===== config.mk =====
export PLATFORM = sky130hd
export DESIGN_NAME = mux_tree_pipe
export DESIGN_NICKNAME = d
export VERILOG_FILES = /design/src/rtl/mux_tests_pkg.sv /design/src/rtl/mux_tree_level.sv /design/src/rtl/mux_tree_pipe.sv
export SDC_FILE = /design/constraint.sdc
export NUM_CORES = 1
export LEC_CHECK = 0
export ABC_CLOCK_PERIOD_IN_PS = 2200
export CORE_MARGIN = 3
export CORE_UTILIZATION = 35
export CTS_BUF_LIST = sky130_fd_sc_hd__clkbuf_4 sky130_fd_sc_hd__clkbuf_8 sky130_fd_sc_hd__clkbuf_16
export DETAILED_ROUTE_END_ITERATION = 12
export PLACE_DENSITY = 0.66
export SKIP_CTS_REPAIR_TIMING = 1
export SYNTH_ARGS = -nofsm -noshare
export SYNTH_HDL_FRONTEND = slang
export SYNTH_SLANG_ARGS = --single-unit

===== constraint.sdc =====
create_clock -name clk -period 2.2 [get_ports clk]
set_clock_uncertainty 0.2 [all_clocks]
set_input_delay 0.44 -clock clk [delete_from_list [all_inputs] [get_ports clk]]
set_output_delay 0.44 -clock clk [all_outputs]
set_load 0.01 [all_outputs]

===== src/rtl/mux_tests_pkg.sv =====
// Shared helpers for the mux test area: default sizes, stage arithmetic and
// lane-slice helpers used by the selector tree.
package mux_tests_pkg;

   localparam int DEF_BIT_WIDTH  = 16;
   localparam int DEF_SEL_WIDTH  = 2;
   localparam int DEF_NUM_INPUTS = 1 << DEF_SEL_WIDTH;
   localparam int LANE_STRIDE    = DEF_BIT_WIDTH;

   function automatic int clog2(input int value);
      int r;
      r = 0;
      for (int i = 0; i < 31; i++) begin
         if ((32'sd1 <<< i) < value) begin
            r = i + 1;
         end
      end
      return r;
   endfunction

   // Input register plus one register per STAGE_EVERY levels, root always registered.
   function automatic int stages(input int sel_width, input int stage_every);
      return 1 + (sel_width + stage_every - 1) / stage_every;
   endfunction

   function automatic int lane_lo(input int lane, input int bit_width);
      return lane * bit_width;
   endfunction

endpackage


===== src/rtl/mux_tree_level.sv =====
// One radix-2 level of the selector tree: IN_LANES words in, IN_LANES/2 out,
// steered by select bit 0; optionally registered with its own valid/advance.
module mux_tree_level
   import mux_tests_pkg::*;
#(
   parameter int BIT_WIDTH  = 16,
   parameter int IN_LANES   = 4,
   parameter int SEL_WIDTH  = 2,
   parameter bit REGISTERED = 1'b1
) (
   input  logic                               clk,
   input  logic                               rst_n,
   input  logic [IN_LANES*BIT_WIDTH-1:0]      in_data,
   input  logic [SEL_WIDTH-1:0]               in_sel,
   input  logic                               in_valid,
   output logic                               in_ready,
   output logic [(IN_LANES/2)*BIT_WIDTH-1:0]  out_data,
   output logic [SEL_WIDTH-1:0]               out_sel,
   output logic                               out_valid,
   input  logic                               out_ready
);

   localparam int OUT_LANES = IN_LANES / 2;

   logic [OUT_LANES*BIT_WIDTH-1:0] pick_s;
   logic [SEL_WIDTH-1:0]           rest_sel_s;

   // Pairwise select; the consumed bit is shifted out so the next level sees its bit at 0.
   always_comb begin
      pick_s     = '0;
      rest_sel_s = in_sel >> 32'd1;
      for (int k = 0; k < OUT_LANES; k++) begin
         if (in_sel[0]) begin
            pick_s[lane_lo(k, BIT_WIDTH) +: BIT_WIDTH] = in_data[lane_lo(2 * k + 1, BIT_WIDTH) +: BIT_WIDTH];
         end else begin
            pick_s[lane_lo(k, BIT_WIDTH) +: BIT_WIDTH] = in_data[lane_lo(2 * k, BIT_WIDTH) +: BIT_WIDTH];
         end
      end
   end

   if (REGISTERED) begin : g_reg
      logic [OUT_LANES*BIT_WIDTH-1:0] data_r;
      logic [SEL_WIDTH-1:0]           sel_r;
      logic                           valid_r;
      logic                           load_s;

      assign load_s = !valid_r || out_ready;

      // Stage register: fills bubbles while downstream stalls; data only moves with a word.
      always_ff @(posedge clk) begin
         if (!rst_n) begin
            valid_r <= 1'b0;
            data_r  <= '0;
            sel_r   <= '0;
         end else if (load_s) begin
            valid_r <= in_valid;
            if (in_valid) begin
               data_r <= pick_s;
               sel_r  <= rest_sel_s;
            end
         end
      end

      assign in_ready  = load_s;
      assign out_data  = data_r;
      assign out_sel   = sel_r;
      assign out_valid = valid_r;
   end else begin : g_comb
      assign in_ready  = out_ready;
      assign out_data  = pick_s;
      assign out_sel   = rest_sel_s;
      assign out_valid = in_valid;
   end

endmodule


===== src/rtl/mux_tree_pipe.sv =====
// Pipelined N-to-1 lane selector with valid/ready flow control, bubble
// collapsing and a saturating count of delivered words.
module mux_tree_pipe
   import mux_tests_pkg::*;
#(
   parameter int  BIT_WIDTH   = 16,
   parameter int  SEL_WIDTH   = 2,
   localparam int NUM_INPUTS  = 1 << SEL_WIDTH,
   parameter int  STAGE_EVERY = 1,
   parameter int  CNT_WIDTH   = 32
) (
   input  logic                            clk,
   input  logic                            rst_n,
   input  logic [NUM_INPUTS*BIT_WIDTH-1:0] i_inputs,
   input  logic [SEL_WIDTH-1:0]            i_sel,
   input  logic                            i_valid,
   output logic                            o_ready,
   output logic [BIT_WIDTH-1:0]            o_outputs,
   output logic                            o_valid,
   input  logic                            i_ready,
   output logic [CNT_WIDTH-1:0]            o_xfer_count
);

   logic [NUM_INPUTS*BIT_WIDTH-1:0] data0_r;
   logic [SEL_WIDTH-1:0]            sel0_r;
   logic                            valid0_r;
   logic                            load0_s;
   logic [CNT_WIDTH-1:0]            cnt_r;

   // Element l is the interface feeding tree level l; element SEL_WIDTH is the output side.
   logic                 valid_s [0:SEL_WIDTH];
   logic                 ready_s [0:SEL_WIDTH];
   logic [SEL_WIDTH-1:0] sel_s   [0:SEL_WIDTH];

   assign load0_s            = !valid0_r || ready_s[0];
   assign valid_s[0]         = valid0_r;
   assign sel_s[0]           = sel0_r;
   assign ready_s[SEL_WIDTH] = i_ready;

   // Input register: captures the whole lane bundle and its select on a handshake.
   always_ff @(posedge clk) begin
      if (!rst_n) begin
         valid0_r <= 1'b0;
         data0_r  <= '0;
         sel0_r   <= '0;
      end else if (load0_s) begin
         valid0_r <= i_valid;
         if (i_valid) begin
            data0_r <= i_inputs;
            sel0_r  <= i_sel;
         end
      end
   end

   for (genvar l = 0; l < SEL_WIDTH; l++) begin : g_lvl
      localparam int IN_LANES = NUM_INPUTS >> l;
      localparam bit IS_REG   = (((l + 1) % STAGE_EVERY) == 0) || (l == SEL_WIDTH - 1);

      logic [IN_LANES*BIT_WIDTH-1:0]     d_in_s;
      logic [(IN_LANES/2)*BIT_WIDTH-1:0] d_out_s;

      if (l == 0) begin : g_first
         assign d_in_s = data0_r;
      end else begin : g_next
         assign d_in_s = g_lvl[l-1].d_out_s;
      end

      mux_tree_level #(
         .BIT_WIDTH  (BIT_WIDTH),
         .IN_LANES   (IN_LANES),
         .SEL_WIDTH  (SEL_WIDTH),
         .REGISTERED (IS_REG)
      ) u_level (
         .clk       (clk),
         .rst_n     (rst_n),
         .in_data   (d_in_s),
         .in_sel    (sel_s[l]),
         .in_valid  (valid_s[l]),
         .in_ready  (ready_s[l]),
         .out_data  (d_out_s),
         .out_sel   (sel_s[l+1]),
         .out_valid (valid_s[l+1]),
         .out_ready (ready_s[l+1])
      );
   end

   // Output-handshake counter; sticks at all ones instead of wrapping.
   always_ff @(posedge clk) begin
      if (!rst_n) begin
         cnt_r <= '0;
      end else if (o_valid && i_ready && (cnt_r != {CNT_WIDTH{1'b1}})) begin
         cnt_r <= cnt_r + {{(CNT_WIDTH-1){1'b0}}, 1'b1};
      end
   end

   assign o_ready      = load0_s;
   assign o_valid      = valid_s[SEL_WIDTH];
   assign o_outputs    = g_lvl[SEL_WIDTH-1].d_out_s;
   assign o_xfer_count = cnt_r;

endmodule


Word level (Yosys, flattened, before mapping)

Index checks and enable logic that the tools add are counted.

Equal/unequal tests: 1
Add/sub/neg operators: 1
Multiplexer cells: 3
Reductions and logical operators: 11

Operators with widths:

| cell                                           | count |
|---|---|
| 2-to-1 mux 16 bit                              | 3 |
| adder 32 x 1 -> 32 bit (second input constant) | 1 |
| inequality test 32 bit (second input constant) | 1 |
| AND reduction 2 bit                            | 3 |
| logical NOT 1 bit                              | 3 |
| logical OR 1 bit                               | 3 |
| logical AND 1 bit                              | 2 |

Register bits after elaboration: 150
Logic and storage cells: 25
Output and inout bits: 50
Bits of input ports: 70

Longest topological paths before layout

Depth after elaboration: 5
Depth in mapped cells: 7
Gate-level depth less buffers: 6

Hierarchy

A second synthesis with hierarchy kept.

Cell total of the unflattened synthesis: 687
Area total of the unflattened synthesis: 6443.7 µm²

By module, submodules not included:

| module                            | seq. area each (µm²) | area an instance (µm²) | cells each | instances |
|---|---|---|---|---|
| mux_tree_pipe                     | 1981.9               | 3905.0                 | 484        | 1 |
| mux_tree_level (g_lvl[0].u_level) | 680.7                | 1647.8                 | 118        | 1 |
| mux_tree_level (g_lvl[1].u_level) | 360.3                | 890.9                  | 85         | 1 |

Worst setup path before layout

OpenSTA, ideal clock, no wires.

Kind: register to register
From: reg cnt_r[0], in the netlist o_xfer_count[0]
To: reg cnt_r[12], in the netlist o_xfer_count[12]
Required time: 1.940 ns
Setup slack: 0.062 ns
Clock period less this slack: 2.138 ns
Setup time: 0.060 ns
Cell stages (with the launch flop): 7
Path buffers: 0
Arrival time: 1.878 ns
Cell sequence: dfxtp_1 ha_1 and4_2 nand3_1 a21o_4 or4_2 nand2_1

Cells in the longest elaborated chain, start to end: 2
Elaborated cells between the ends (all ways): 3
Those cells by class: add/sub (1); eq/ne (1); reduce/logical (1)

Ends and longest elaborated chain:

| what                                                                           | RTL line            | RTL |
|---|---|---|
| start, declared                                                                | mux_tree_pipe.sv:28 | `logic [CNT_WIDTH-1:0] cnt_r;` |
| start signal, assigned                                                         | mux_tree_pipe.sv:92 | `cnt_r <= cnt_r + {{(CNT_WIDTH-1){1'b0}}, 1'b1};` |
| parallel branches: the longest is 2 deep, another holds adder 32 x 1 -> 32 bit | -                   |  |

Several ways; the timed one is not identified.
A chain may end at the register's enable or synchronous reset.

Worst setup path after layout

From: in i_ready
To: out o_ready

Cells in the longest elaborated chain, start to end: 3

Ends and longest elaborated chain:

| what                           | RTL line             | RTL |
|---|---|---|
| start, declared                | mux_tree_pipe.sv:20  | `input logic i_ready,` |
| logical OR 1 bit (2 in series) | mux_tree_level.sv:47 | `assign load_s = !valid_r \|\| out_ready;` |
| logical OR 1 bit               | mux_tree_pipe.sv:35  | `assign load0_s = !valid0_r \|\| ready_s[0];` |
| end, declared                  | mux_tree_pipe.sv:17  | `output logic o_ready,` |

Every way passes these cells.

==> metrics.md <==
| Metric | Value |
|---|---|
| Outcome | `finished clean` |
| DR WL met2 | `7060 um` |
| Diode count | `0` |
| Final #Nets | `909` |
| IO Count | `120` |
| Critical Path RT | `1560 ps` |
| Crit. End Element | `output port` |
| Initial antenna violation count | `0` |
| CTS Root Cell | `clkbuf_16` |
| Routability Congestion | `between 0.8 and 0.9` |
| Min-Delay Path Depth | `2` |
| Reg2reg setup slack | `between 80 and 90 ps` |
| Synth unique cells | `between 40 and 50` |
| Final period utilization | `0.961` |
| Met3 WL | `between 400 and 500 um` |
| Setup Viol. Count Final | `0` |
| Critical Path AT | `~1500 ps` |
| Post-Route M1 WL | `7890 um` |
| Core Area | `roughly 17000 um^2` |
| Synth Flop Type | `dfxtp_1` |
| Row count | `47` |
| DR top layer | `met4` |
| Synth Area per Inst | `8.68 um^2` |
| Syn_nets | `777` |
| Leak pwr | `roughly 3 nW` |
| Crit path max fanout | `2` |
| WS Path Type | `in2out` |
| Slew Viols, Final | `0` |
| CTS tree | `built` |
| Die height | `138 um` |
| CTS Buffer Depth | `2` |
| Total Power | `0.00630 W` |
| Initial Util | `0.363` |
| Crit-path cells | `clkdlybuf4s50_1 > buf_4 > nor2b_2 > nand3_1 > clkbuf_2` |
| Dpl hpwl | `approximately 11000 um` |
| RR Endpoint | `o_xfer_count[31]` |
| Crit start category | `primary input` |
| Drt drc | `0` |
| Critical Path Max Stage Delay | `450 ps` |
| Synth Cell Area | `6120 um^2` |
| Global route total overflow | `0` |
| Peak Freq | `about 0.47 GHz` |
| Full die area | `19100 um^2` |
| Hold Crit Class | `reg2reg` |
| Cells after Synth | `706` |
| R2R Path Start | `o_xfer_count[0]` |
| I/O Buffers | `between 100 and 150` |
| Slew @ Worst Pin | `around 440 ps` |
| Ys Warns | `0` |
| Crit path setup slack, layout | `86.9 ps` |
| 1st-iter DRT viols | `roughly 250` |
| Synth top area cells | `dfxtp_1 (49%), nand2_1 (9.4%), mux2i_1 (8.7%)` |
| Core Util, Final | `0.499` |
| GR Util All Layers | `0.162` |
| Depth of the worst register-to-register path | `7` |
| Number of global-route vias before repair | `4951` |
| Synth async-reset ratio | `0` |
| DRT Wirelength | `approximately 16000 um` |
| Via count | `5271` |
| Max rail drop VDD | `just under 500 uV` |
| Yosys top cell by area | `dfxtp_1` |
| Share of layout cells above drive strength 1 | `0.116` |
| CTS HTree Levels | `4` |
| Shortest period the worst path allows | `2110 ps` |
| Layout fillers | `between 1500 and 2000` |
| Number of synthesized flops with an enable pin | `0` |
| Sequential share of the synthesized area | `0.490` |
| FF+latch area | `3010 um^2` |
| Pin count of the biggest net entering global routing | `56` |
| Hold Vio Cnt, Final | `0` |
| Top cell type's share of synthesized area | `0.490` |
| First-pass GRT wire length | `25600 um` |
| Multi-input logic area | `2950 um^2` |
| CP max-delay cell | `clkdlybuf4s50_1` |
| Placed Area | `a little under 8000 um^2` |
| Area grow syn2layout | `37.6%` |
| Clk_lat worst skew | `410 ps` |
| Max-Cap Viols | `0` |
| RSZ-0062 raised after global routing | `false` |
| Wire per inst | `14.6 um` |
| Vias per inst | `between 4 and 5` |
| DIE WIDTH | `138 um` |
| P per Cell Area | `748 nW/um^2` |
| TritonCTS Buffers | `17` |
| TritonRoute pass-1 iters | `4` |
| Dpl ws | `-311 ps` |
| Worst hold slack | `approximately 250 ps` |
| Hold Path End | `data0_r[41]` |
| Slew margin rel. | `0.701` |
| Routed Antenna Nets | `0` |
| Worst-path clk slew | `~60 ps` |
| Post-route cell area | `8430 um^2` |
| CTS Sinks | `150` |
| Seq cells post-synth | `150` |
| HP Start | `data0_r[41]` |
-- worst max-delay path by stage --
stage | from | end | slack, ps | cells past startpoint
final | i_ready | o_ready | 90 | 5
after detailed placement | i_ready | o_xfer_count[31] | -310 | 7
after global placement | i_ready | o_xfer_count[31] | -280 | 7
after CTS | i_ready | o_ready | -320 | 5
after floorplan | o_xfer_count[0] | o_xfer_count[12] | 60 | 6
after global routing | o_xfer_count[0] | o_xfer_count[28] | 2 | 6
-- routing by layer --
layer,vias to the layer above,GRT usage
li1,2728,-
met1,2413,0.230
met2,114,0.249
met3,16,0.0280
met4,0,0.0567
met5,-,0
-- flip-flops by register name, indices dropped and copies added, names as in the netlist --
| register | cells |
|---|---|
| o_xfer_count | 32 |
| g_lvl.u_level.out_data | 48 |
| valid0_r | 1 |
| g_lvl.u_level.out_sel | 1 |
| data0_r | 64 |
| sel0_r | 2 |
| g_lvl.u_level.out_valid | 2 |
-- power breakdown --
group | internal, W | leakage, nW | switching, W
clock network | 0.00170 | 0.273 | 0.00114
logic | 0.000287 | 1.51 | 0.000268
registers | 0.00284 | 1.23 | 0.0000697
-- metrics by stage --
stage,std cells,setup TNS (ps)
3_3_place_gp,1039,-13760
4_1_cts,1070,-336
6_report,1070,0
2_1_floorplan,706,0
5_1_grt,1070,0
3_5_place_dp,1039,-17670
-- area by class of cell --
type                    count  share of cell area
inverters                   4             0.00208
repair buffers            163               0.190
flip-flops and latches    150               0.357
well taps                 220              0.0327
clock inverters            11              0.0150
clock buffers              20              0.0531
multi-input cells         502               0.350
-- cell usage in the layout (no fill, tap or decap), types with 11 or more instances in the layout --
master,netlist,routed
a211oi_1,49,49
a21oi_1,82,82
buf_4,0,37
clkbuf_16,0,17
clkdlybuf4s50_1,0,118
dfxtp_1,150,148
mux2i_1,53,53
nand2_1,153,152
nor2_1,63,63
o21ai_0,11,11
-- kinds of logic (layout without fill, tap and decap cells) --
family	count (synthesis)	after routing	share of synthesized area
compound gates	156	156	0.156
buf+inv	54	198	0.0364
mux	53	53	0.0866
fa+ha+maj	1	1	0.00204
xor+xnor	11	11	0.0157
simple gates	281	281	0.213
flops	150	150	0.490
-- worst max-delay path: cells and delay by family --
| family | cells | cell delay [ps] |
|---|---|---|
| and+or+nand+nor | 2 | 260 |
| buffers and inverters | 3 | 780 |
-- cell usage after synthesis, types with 2 or more instances --
library cell    n
nand2_1       153
dfxtp_1       150
a21oi_1        82
nor2_1         63
mux2i_1        53
a211oi_1       49
clkbuf_1       38
nand3_1        11
o21ai_0        11
buf_2          10
or3_1           9
xnor2_1         8
nand4_1         7
or4_1           6
o31ai_1         5
nand2b_1        4
and4_1          3
inv_1           3
nor4_1          3
xor2_1          3
and3_1          2
and4_4          2
nor2b_1         2
nor3_1          2
o2111ai_1       2
o211ai_1        2
(Power assumes the default switching activity.)
